### config.mk
export PLATFORM = sky130hd
export DESIGN_NAME = instr_fetch_queue
export DESIGN_NICKNAME = d
export VERILOG_FILES = /design/src/rtl/fetch_pkg.sv /design/src/rtl/instr_fifo.sv /design/src/rtl/instr_fetch_queue.sv
export SDC_FILE = /design/constraint.sdc
export NUM_CORES = 1
export LEC_CHECK = 0
export CAP_MARGIN = 20
export CORE_ASPECT_RATIO = 0.7
export CORE_MARGIN = 8
export CORE_UTILIZATION = 50
export DETAILED_ROUTE_END_ITERATION = 10
export GPL_TIMING_DRIVEN = 0
export PLACE_DENSITY = 0.85
export SYNTH_ARGS = -nofsm -noshare
export SYNTH_HDL_FRONTEND = slang
export SYNTH_SLANG_ARGS = --single-unit
### constraint.sdc
create_clock -name clk -period 3.2 [get_ports clk]
set_clock_uncertainty 0.05 [all_clocks]
set_input_delay 0.64 -clock clk [delete_from_list [all_inputs] [get_ports clk]]
set_output_delay 0.64 -clock clk [all_outputs]
set_load 0.02 [all_outputs]
### src/rtl/fetch_pkg.sv
// Purpose: shared widths, FSM encoding and FIFO entry layout for the fetch queue.
// Latency: n/a (declarations only).
// Backpressure: n/a.
package fetch_pkg;

  localparam int ADDR_W  = 27;
  localparam int INSTR_W = 32;

  // Fetch FSM encoding
  localparam logic [1:0] FS_IDLE    = 2'd0;
  localparam logic [1:0] FS_WAIT    = 2'd1;
  localparam logic [1:0] FS_DISCARD = 2'd2;

  // One prefetch slot: the word and the address it was read from
  typedef struct packed {
    logic [ADDR_W-1:0]  pc;
    logic [INSTR_W-1:0] word;
  } fetch_entry_t;

  // Sequential word address; wraps modulo 2^ADDR_W
  function automatic logic [ADDR_W-1:0] next_addr(input logic [ADDR_W-1:0] a);
    return a + ADDR_W'(1);
  endfunction

endpackage

### src/rtl/instr_fifo.sv
// Purpose: synchronous FIFO with a clear input, head data visible straight from storage.
// Latency: a push is visible at the head one cycle later when the FIFO was empty.
// Backpressure: none internally; the caller must only push when not full and pop when not empty.
module instr_fifo #(
  parameter int DEPTH = 4,
  parameter int WIDTH = 59,
  localparam int AW = $clog2(DEPTH),
  localparam int CW = AW + 1
) (
  input  logic             clk,
  input  logic             reset,
  input  logic             clear,
  input  logic             push,
  input  logic [WIDTH-1:0] push_data,
  input  logic             pop,
  output logic [WIDTH-1:0] head,
  output logic [CW-1:0]    count
);

  logic [WIDTH-1:0] mem [DEPTH];
  logic [AW-1:0]    wr_ptr;
  logic [AW-1:0]    rd_ptr;

  // Storage write; contents need no reset because count gates visibility
  always_ff @(posedge clk) begin
    if (push && !clear && !reset) mem[wr_ptr] <= push_data;
  end

  // Pointer and occupancy update; clear wins over a same-cycle push/pop
  always_ff @(posedge clk) begin
    if (reset || clear) begin
      wr_ptr <= '0;
      rd_ptr <= '0;
      count  <= '0;
    end else begin
      if (push) wr_ptr <= wr_ptr + AW'(1);
      if (pop)  rd_ptr <= rd_ptr + AW'(1);
      if (push && !pop)      count <= count + CW'(1);
      else if (!push && pop) count <= count - CW'(1);
    end
  end

  assign head = mem[rd_ptr];

endmodule

### src/rtl/instr_fetch_queue.sv
// Purpose: sequences word reads over a start/done bus and buffers them for decode; redirects on flush.
// Latency: bus_done at edge N shows the word on instr at N+1 when the queue was empty.
// Backpressure: a new read is issued only while the prefetch FIFO has room; decode stalls via instr_ready.
module instr_fetch_queue
  import fetch_pkg::*;
#(
  parameter int                DEPTH    = 4,
  parameter logic [ADDR_W-1:0] RESET_PC = 27'd0
) (
  input  logic                clk,
  input  logic                reset,
  output logic [ADDR_W-1:0]   bus_addr,
  output logic                bus_start,
  input  logic                bus_done,
  input  logic [INSTR_W-1:0]  bus_q,
  output logic [INSTR_W-1:0]  instr,
  output logic [ADDR_W-1:0]   instr_pc,
  output logic                instr_valid,
  input  logic                instr_ready,
  input  logic                flush,
  input  logic [ADDR_W-1:0]   flush_pc
);

  localparam int CW = $clog2(DEPTH) + 1;
  localparam logic [CW-1:0] DEPTH_C = CW'(DEPTH);

  logic [1:0]        state;
  logic [ADDR_W-1:0] fetch_pc;
  logic [CW-1:0]     count;
  logic [CW-1:0]     count_next;
  logic              push;
  logic              pop;
  fetch_entry_t      push_entry;
  fetch_entry_t      head_entry;

  // A returning word is kept only for a live request; flush drops both enqueue and dequeue
  assign push        = (state == FS_WAIT) && bus_done && !flush;
  assign pop         = instr_valid && instr_ready && !flush;
  assign push_entry  = '{pc: bus_addr, word: bus_q};
  assign instr_valid = (count != '0);
  assign instr       = head_entry.word;
  assign instr_pc    = head_entry.pc;

  // Occupancy after this cycle's enqueue/dequeue, used to decide on back-to-back reissue
  always_comb begin
    count_next = count;
    if (push && !pop)      count_next = count + CW'(1);
    else if (!push && pop) count_next = count - CW'(1);
  end

  instr_fifo #(
    .DEPTH (DEPTH),
    .WIDTH ($bits(fetch_entry_t))
  ) u_fifo (
    .clk       (clk),
    .reset     (reset),
    .clear     (flush),
    .push      (push),
    .push_data (push_entry),
    .pop       (pop),
    .head      (head_entry),
    .count     (count)
  );

  // Fetch FSM: issue, await completion, or drain a stale read after a redirect
  always_ff @(posedge clk) begin
    if (reset) begin
      state     <= FS_IDLE;
      fetch_pc  <= RESET_PC;
      bus_start <= 1'b0;
      bus_addr  <= RESET_PC;
    end else begin
      bus_start <= 1'b0;
      case (state)
        FS_IDLE: begin
          if (flush) begin
            fetch_pc <= flush_pc;
          end else if (count < DEPTH_C) begin
            bus_start <= 1'b1;
            bus_addr  <= fetch_pc;
            state     <= FS_WAIT;
          end
        end
        FS_WAIT: begin
          if (flush) begin
            fetch_pc <= flush_pc;
            state    <= bus_done ? FS_IDLE : FS_DISCARD;
          end else if (bus_done) begin
            fetch_pc <= next_addr(bus_addr);
            if (count_next < DEPTH_C) begin
              bus_start <= 1'b1;
              bus_addr  <= next_addr(bus_addr);
            end else begin
              state <= FS_IDLE;
            end
          end
        end
        FS_DISCARD: begin
          if (flush)    fetch_pc <= flush_pc;
          if (bus_done) state    <= FS_IDLE;
        end
        default: state <= FS_IDLE;
      endcase
    end
  end

endmodule

; Word-level counts from Yosys, hierarchy flattened
; Memory sizes are Yosys's and may differ from the RTL's. A register that Yosys moved wholly into a read port is not among the register bits.
; Index checks and enable logic that the tools add are counted.
[classes]
addsub = 5
order_cmp = 2
eq_ne = 11
muxes = 30
n_reduce_logical = 21
[ops]
columns = op, count
row1 = 2-to-1 mux 27 bit, 8
row2 = one-hot mux 27 bit (2 select lines), 2
row3 = adder 27 x 1 -> 27 bit (second input constant), 1
row4 = 2-to-1 mux 2 bit, 9
row5 = != test 2 bit (second input constant), 5
row6 = logical AND 1 bit, 8
row7 = 2-to-1 mux 1 bit, 7
row8 = < comparator 3 bit (second input constant), 2
row9 = 2-to-1 mux 3 bit, 2
row10 = != test 3 bit (second input constant), 2
row11 = one-hot mux 2 bit (3 select lines), 1
row12 = AND reduction 6 bit, 1
row13 = AND reduction 5 bit, 1
row14 = adder 2 x 1 -> 2 bit (second input constant), 2
row15 = logical NOT 1 bit, 4
row16 = != test 2 x 1 -> 1 bit (second input constant), 2
row17 = nonzero test 2 bit, 2
row18 = adder 3 x 1 -> 3 bit (second input constant), 1
row19 = AND reduction 3 bit, 1
row20 = nonzero test 3 bit, 1
row21 = subtractor 3 x 1 -> 3 bit (second input constant), 1
row22 = equality test 2 x 1 -> 1 bit (second input constant), 1
row23 = equality test 2 bit (second input constant), 1
row24 = logical NOT 2 bit, 1
row25 = 3 further kinds, 3
[totals]
regBits = 64
mem_bits_rw = 236
output_inout_bits = 88
elab_cells = 77
mem_count = 1
[mem_list]
columns = memory, depth, width, rd, rd_ports_with_merged_regs, write_ports, line_no
row1 = u_fifo.mem, 4, 59, 1, 1, 1, instr_fifo.sv:20  ; logic [WIDTH-1:0] mem [DEPTH];

; Depth between registers and ports, before layout
[depth]
depth_word = 12
depth_mapped = 13
depth_no_buf = 11

; Modules after synthesis
; From an unflattened synthesis, not the netlist that was laid out.
[unflattened]
hier_cells = 794
hier_area_um2 = 12346.8
[by_module_without_submodules]
columns = module, instances, cells_per_inst, area_each_um2
row1 = instr_fifo, 1, 353, 8953.6
row2 = instr_fetch_queue, 1, 441, 3393.3

; Worst setup path before layout
; Ideal clock, no wire load.
[synth_timing]
kind = input-to-reg
from = input port flush
to = memory u_fifo.mem[0][0] (enable)
setup_time_ns = 0.423
arrival_time_ns = 2.583
slack_ns = 0.144
cell_stages = 4
path_buffers = 1
cell_sequence = clkbuf_1 -> nor2_1 -> and3_1 -> and2_1
[synth_via]
elab_chain_len = 6
[synth_lines]
columns = element, line_no
row1 = start: declaration, instr_fetch_queue.sv:20  ; input logic flush,
row2 = logical NOT 1 bit *, "instr_fifo.sv:26, instr_fetch_queue.sv:37"
row3 = logical AND 1 bit, instr_fetch_queue.sv:37  ; assign push = (state == FS_WAIT) && bus_done && !flush;
row4 = logical AND 1 bit * (2 in a row), instr_fifo.sv:26  ; if (push && !clear && !reset) mem[wr_ptr] <= push_data;
row5 = 2-to-1 mux 1 bit *, instr_fifo.sv:26
row6 = 2-to-1 mux 1 bit (not written as such) *, instr_fifo.sv:26
row7 = end: declaration, instr_fifo.sv:20
; Mark *: on every way between the ends. The rest lies on a longest branch, timed or not.

==> metrics <==
run status=complete, no violations; Worst-Margin Slew=~0.72 ns; Mean Syn Cell Area=15.6 sq um; EDFF count, synth=between 200 and 250; sequential-to-total area share from yosys stat=0.682; Min-Delay Path Class=in -> reg; Worst Path Required=2.51 ns; cell breakdown of the critical path=buf_4 -> mux4_2 -> clkdlybuf4s50_1; # setup viols final=0; Synth Area in Simple Gates=0.0792; multiplexer share of the synthesized area=0.109; grt total ovfl=0; Yosys warnings=0; routability cong.=between 0.9 and 1; Post-Syn Nets=865; Non-Filler Instances=roughly 1300; WL per Instance=between 20 and 25 microns; Num CTS Buffers=28; initial antenna violation count=1; Vias=between 7000 and 8000; max incr delay on CP=between 0.5 and 0.6 ns; clk sinks=approximately 300; total chip power=8140 uW; CORE AREA=between 20000 and 25000 sq um; vias per inst=around 6; Nets=1050; pin count of the biggest net entering global routing=36; DRC violations left=0; unrepaired setup endpoints after global routing=no; Hold Fails Final Rpt=0; die footprint=between 30000 and 40000 sq um; Max Slew Vio Count=0; Peak VDD IR=0.000381 V; Tcrit/Tclk final=0.964; crit path DAT=around 2.4 ns; drt total wl=between 30 and 40 mm; Tmin final=3.09 ns; Max Freq=324 MHz; Final ANT Viol Nets=0; FP Rows=48; Leakage=between 0.004 and 0.005 uW; Post-synth ARST share=0; Ports=between 150 and 200; XOR/XNOR Fraction of Synth Area=0.0178; CTS tree=done; layout cell share with drive strength beyond 1=0.165; Primary FF master, synth=edfxtp_1; area grow syn2layout=24.3%; H-tree levels=1; critical path class=reg -> out; Slew HR=0.515; CP Launch Type=register; worst skew pair latency=around 0.54 ns; number of max-cap violations=0; Yosys reg bits=between 300 and 400; fill count=approximately 1800; CTS max path bufs=3; first-pass GRT wire length=roughly 48 mm; Port Buf Inserts=between 150 and 200; Initial Utilization=0.504; Die X=~200 microns; synth unique cells=between 60 and 70; element type at the critical path end=primary output; main combinational cell family by area after synthesis=multiplexers; PwrDens=approximately 530 nW/um^2; Die H=~150 microns; complex-gate fraction of the synthesized area=0.0792; adder-cell share of the synthesized area=0.0101; Placed Cells incl. Taps=between 1000 and 1500; Synth Cell Area=12300 sq um; critical path's slowest cell=clkdlybuf4s50_1; Tot GR Track Use=0.203; number of iterations in the first detailed-routing pass=5; Syn Inst Count=791; Iter 0 DRT Violations=778; CTS Hold Buffers Added=0; DP Wirelength=20.9 mm; Worst-path clk slew=roughly 0.070 ns; critical path fanouts, max=10; clock root buffer=clkbuf_16; number of global-route vias before repair=just over 8000
==> per-stage QoR <==
step,setup slack (ns),utilization,hold WS [ns],instance area (sq um),TNS (ns)
detailed placement,-1.09,0.587,0.396,14300,-31.65
global route,0.0216,0.627,0.398,15300,0
CTS,0.0542,0.626,0.405,15300,0
global placement,-1.57,0.583,0.384,14200,-394.80
finish,0.114,0.627,0.390,15300,0
floorplan,0.144,-,0.377,12300,0
==> sequential cells by signal, summed over array words and instances (netlist names), named ones only <==
| register | cells |
|---|---|
| state | 2 |
| u_fifo.mem | 236 |
| fetch_pc | 27 |
| u_fifo.wr_ptr | 2 |
| u_fifo.rd_ptr | 2 |
| bus_addr | 27 |
| u_fifo.count | 3 |
| bus_start | 1 |
==> cells in the mapped netlist, types with 2 or more instances <==
library cell	n	area, sq um
edfxtp_1	236	7090
dfxtp_1	66	1320
mux4_2	59	1330
nand2_1	50	188
a21oi_1	43	215
nor2_1	38	143
clkbuf_1	34	128
nand3_1	20	100
buf_2	16	80.1
o21ai_0	16	80.1
xnor2_1	15	131
inv_1	13	48.8
a211oi_1	10	75.1
a32oi_1	10	87.6
ha_1	10	125
nand2b_1	10	62.6
o211ai_1	10	75.1
o22ai_1	10	62.6
xor2_1	10	87.6
and2_1	9	56.3
nand4_1	9	56.3
nor3_1	9	45.0
o32ai_1	7	61.3
nor2b_1	6	37.5
a211o_1	5	43.8
o21bai_1	5	37.5
and3_1	4	25.0
nor4_2	4	50.1
o21ai_1	4	20.0
or3_1	4	25.0
a311oi_1	3	26.3
a31oi_1	3	18.8
and4_1	3	26.3
nor4_1	3	18.8
o31a_1	3	26.3
a21o_1	2	15.0
a21oi_2	2	17.5
a22o_1	2	17.5
a2bb2oi_1	2	17.5
buf_4	2	15.0
nor4_4	2	42.5
o21a_1	2	15.0
==> layer usage <==
layer,vias to the layer above,share of wire,track usage
met5,-,0,0
met4,0,0.026,0.0575
met2,438,0.46,0.314
li1,3478,-,-
met1,3982,0.42,0.283
met3,69,0.094,0.0488
==> critical path: cells and delay by family, from the launching register on <==
family   cells  cell delay (ns)
buf+inv      2             0.84
flops        1             0.45
mux          1             0.55
==> repair_timing <==
| action | 4_1_cts | 5_1_grt |
|---|---|---|
| setup buffers | 3 | 1 |
| pin swaps | 1 | 2 |
| gates resized for setup | 34 | 5 |
| setup endpoints to repair | 87 | 25 |
==> report_power, final <==
part	switching, uW	total, uW	internal, uW
registers	70.5	4340	4270
logic	264	477	214
clock network	1430	3320	1880
==> final timing paths <==
kind	start	endpoint	slack, ns	depth (start not counted)
min	bus_done	state[1]$_SDFFE_PP0P_	0.39	2
min reg2reg	fetch_pc[6]$_SDFFE_PP0P_	fetch_pc[6]$_SDFFE_PP0P_	0.40	2
max reg2reg	state[0]$_SDFFE_PP0P_	bus_addr[21]$_SDFFE_PP0P_	0.18	11
max	register	instr[16]	0.11	3
==> layout make-up <==
| type | instances | area [sq um] | area share |
|---|---|---|---|
| Antenna cell | 1 | 2.50 | 0.000163 |
| Buffer | 50 | 264 | 0.0172 |
| Clock buffer | 39 | 825 | 0.0538 |
| Clock inverter | 13 | 96.3 | 0.00628 |
| Inverter | 13 | 48.8 | 0.00318 |
| Multi-Input combinational cell | 422 | 3670 | 0.239 |
| Sequential cell | 302 | 8410 | 0.549 |
| Tap cell | 325 | 407 | 0.0265 |
| Timing Repair Buffer | 159 | 1610 | 0.105 |
==> cell families after synthesis <==
kind of cell             after synthesis
AO/OA/AOI/OAI                        145
XOR/XNOR                              25
adder cells (fa/ha/maj)               10
buffers and inverters                 67
flip-flops                           302
multiplexers                          60
AND/OR/NAND/NOR                      182
==> cells in the final DEF (no fill, tap or decap), types with 5 or more instances in the layout <==
| cell type | netlist | routed |
|---|---|---|
| xnor2_1 | 15 | 15 |
| buf_2 | 16 | 9 |
| o211ai_1 | 10 | 10 |
| a211o_1 | 5 | 5 |
| dlygate4sd2_1 | 0 | 11 |
| inv_1 | 13 | 12 |
| o21ai_0 | 16 | 16 |
| mux4_2 | 59 | 59 |
| o22ai_1 | 10 | 10 |
| nor2b_1 | 6 | 5 |
| and2_4 | 0 | 5 |
| nand4_1 | 9 | 9 |
| nor2_1 | 38 | 38 |
| clkbuf_16 | 0 | 30 |
| o21bai_1 | 5 | 5 |
| ha_1 | 10 | 9 |
| clkinv_2 | 0 | 9 |
| nand3_1 | 20 | 20 |
| a21oi_1 | 43 | 43 |
| nand2b_1 | 10 | 10 |
| nand2_1 | 50 | 50 |
| edfxtp_1 | 236 | 236 |
| clkbuf_1 | 34 | 29 |
| clkdlybuf4s50_1 | 0 | 139 |
| a32oi_1 | 10 | 10 |
| xor2_1 | 10 | 10 |
| nor3_1 | 9 | 9 |
| a211oi_1 | 10 | 10 |
| o32ai_1 | 7 | 7 |
| dfxtp_1 | 66 | 63 |
| buf_4 | 2 | 9 |
(Power assumes the default switching activity.)
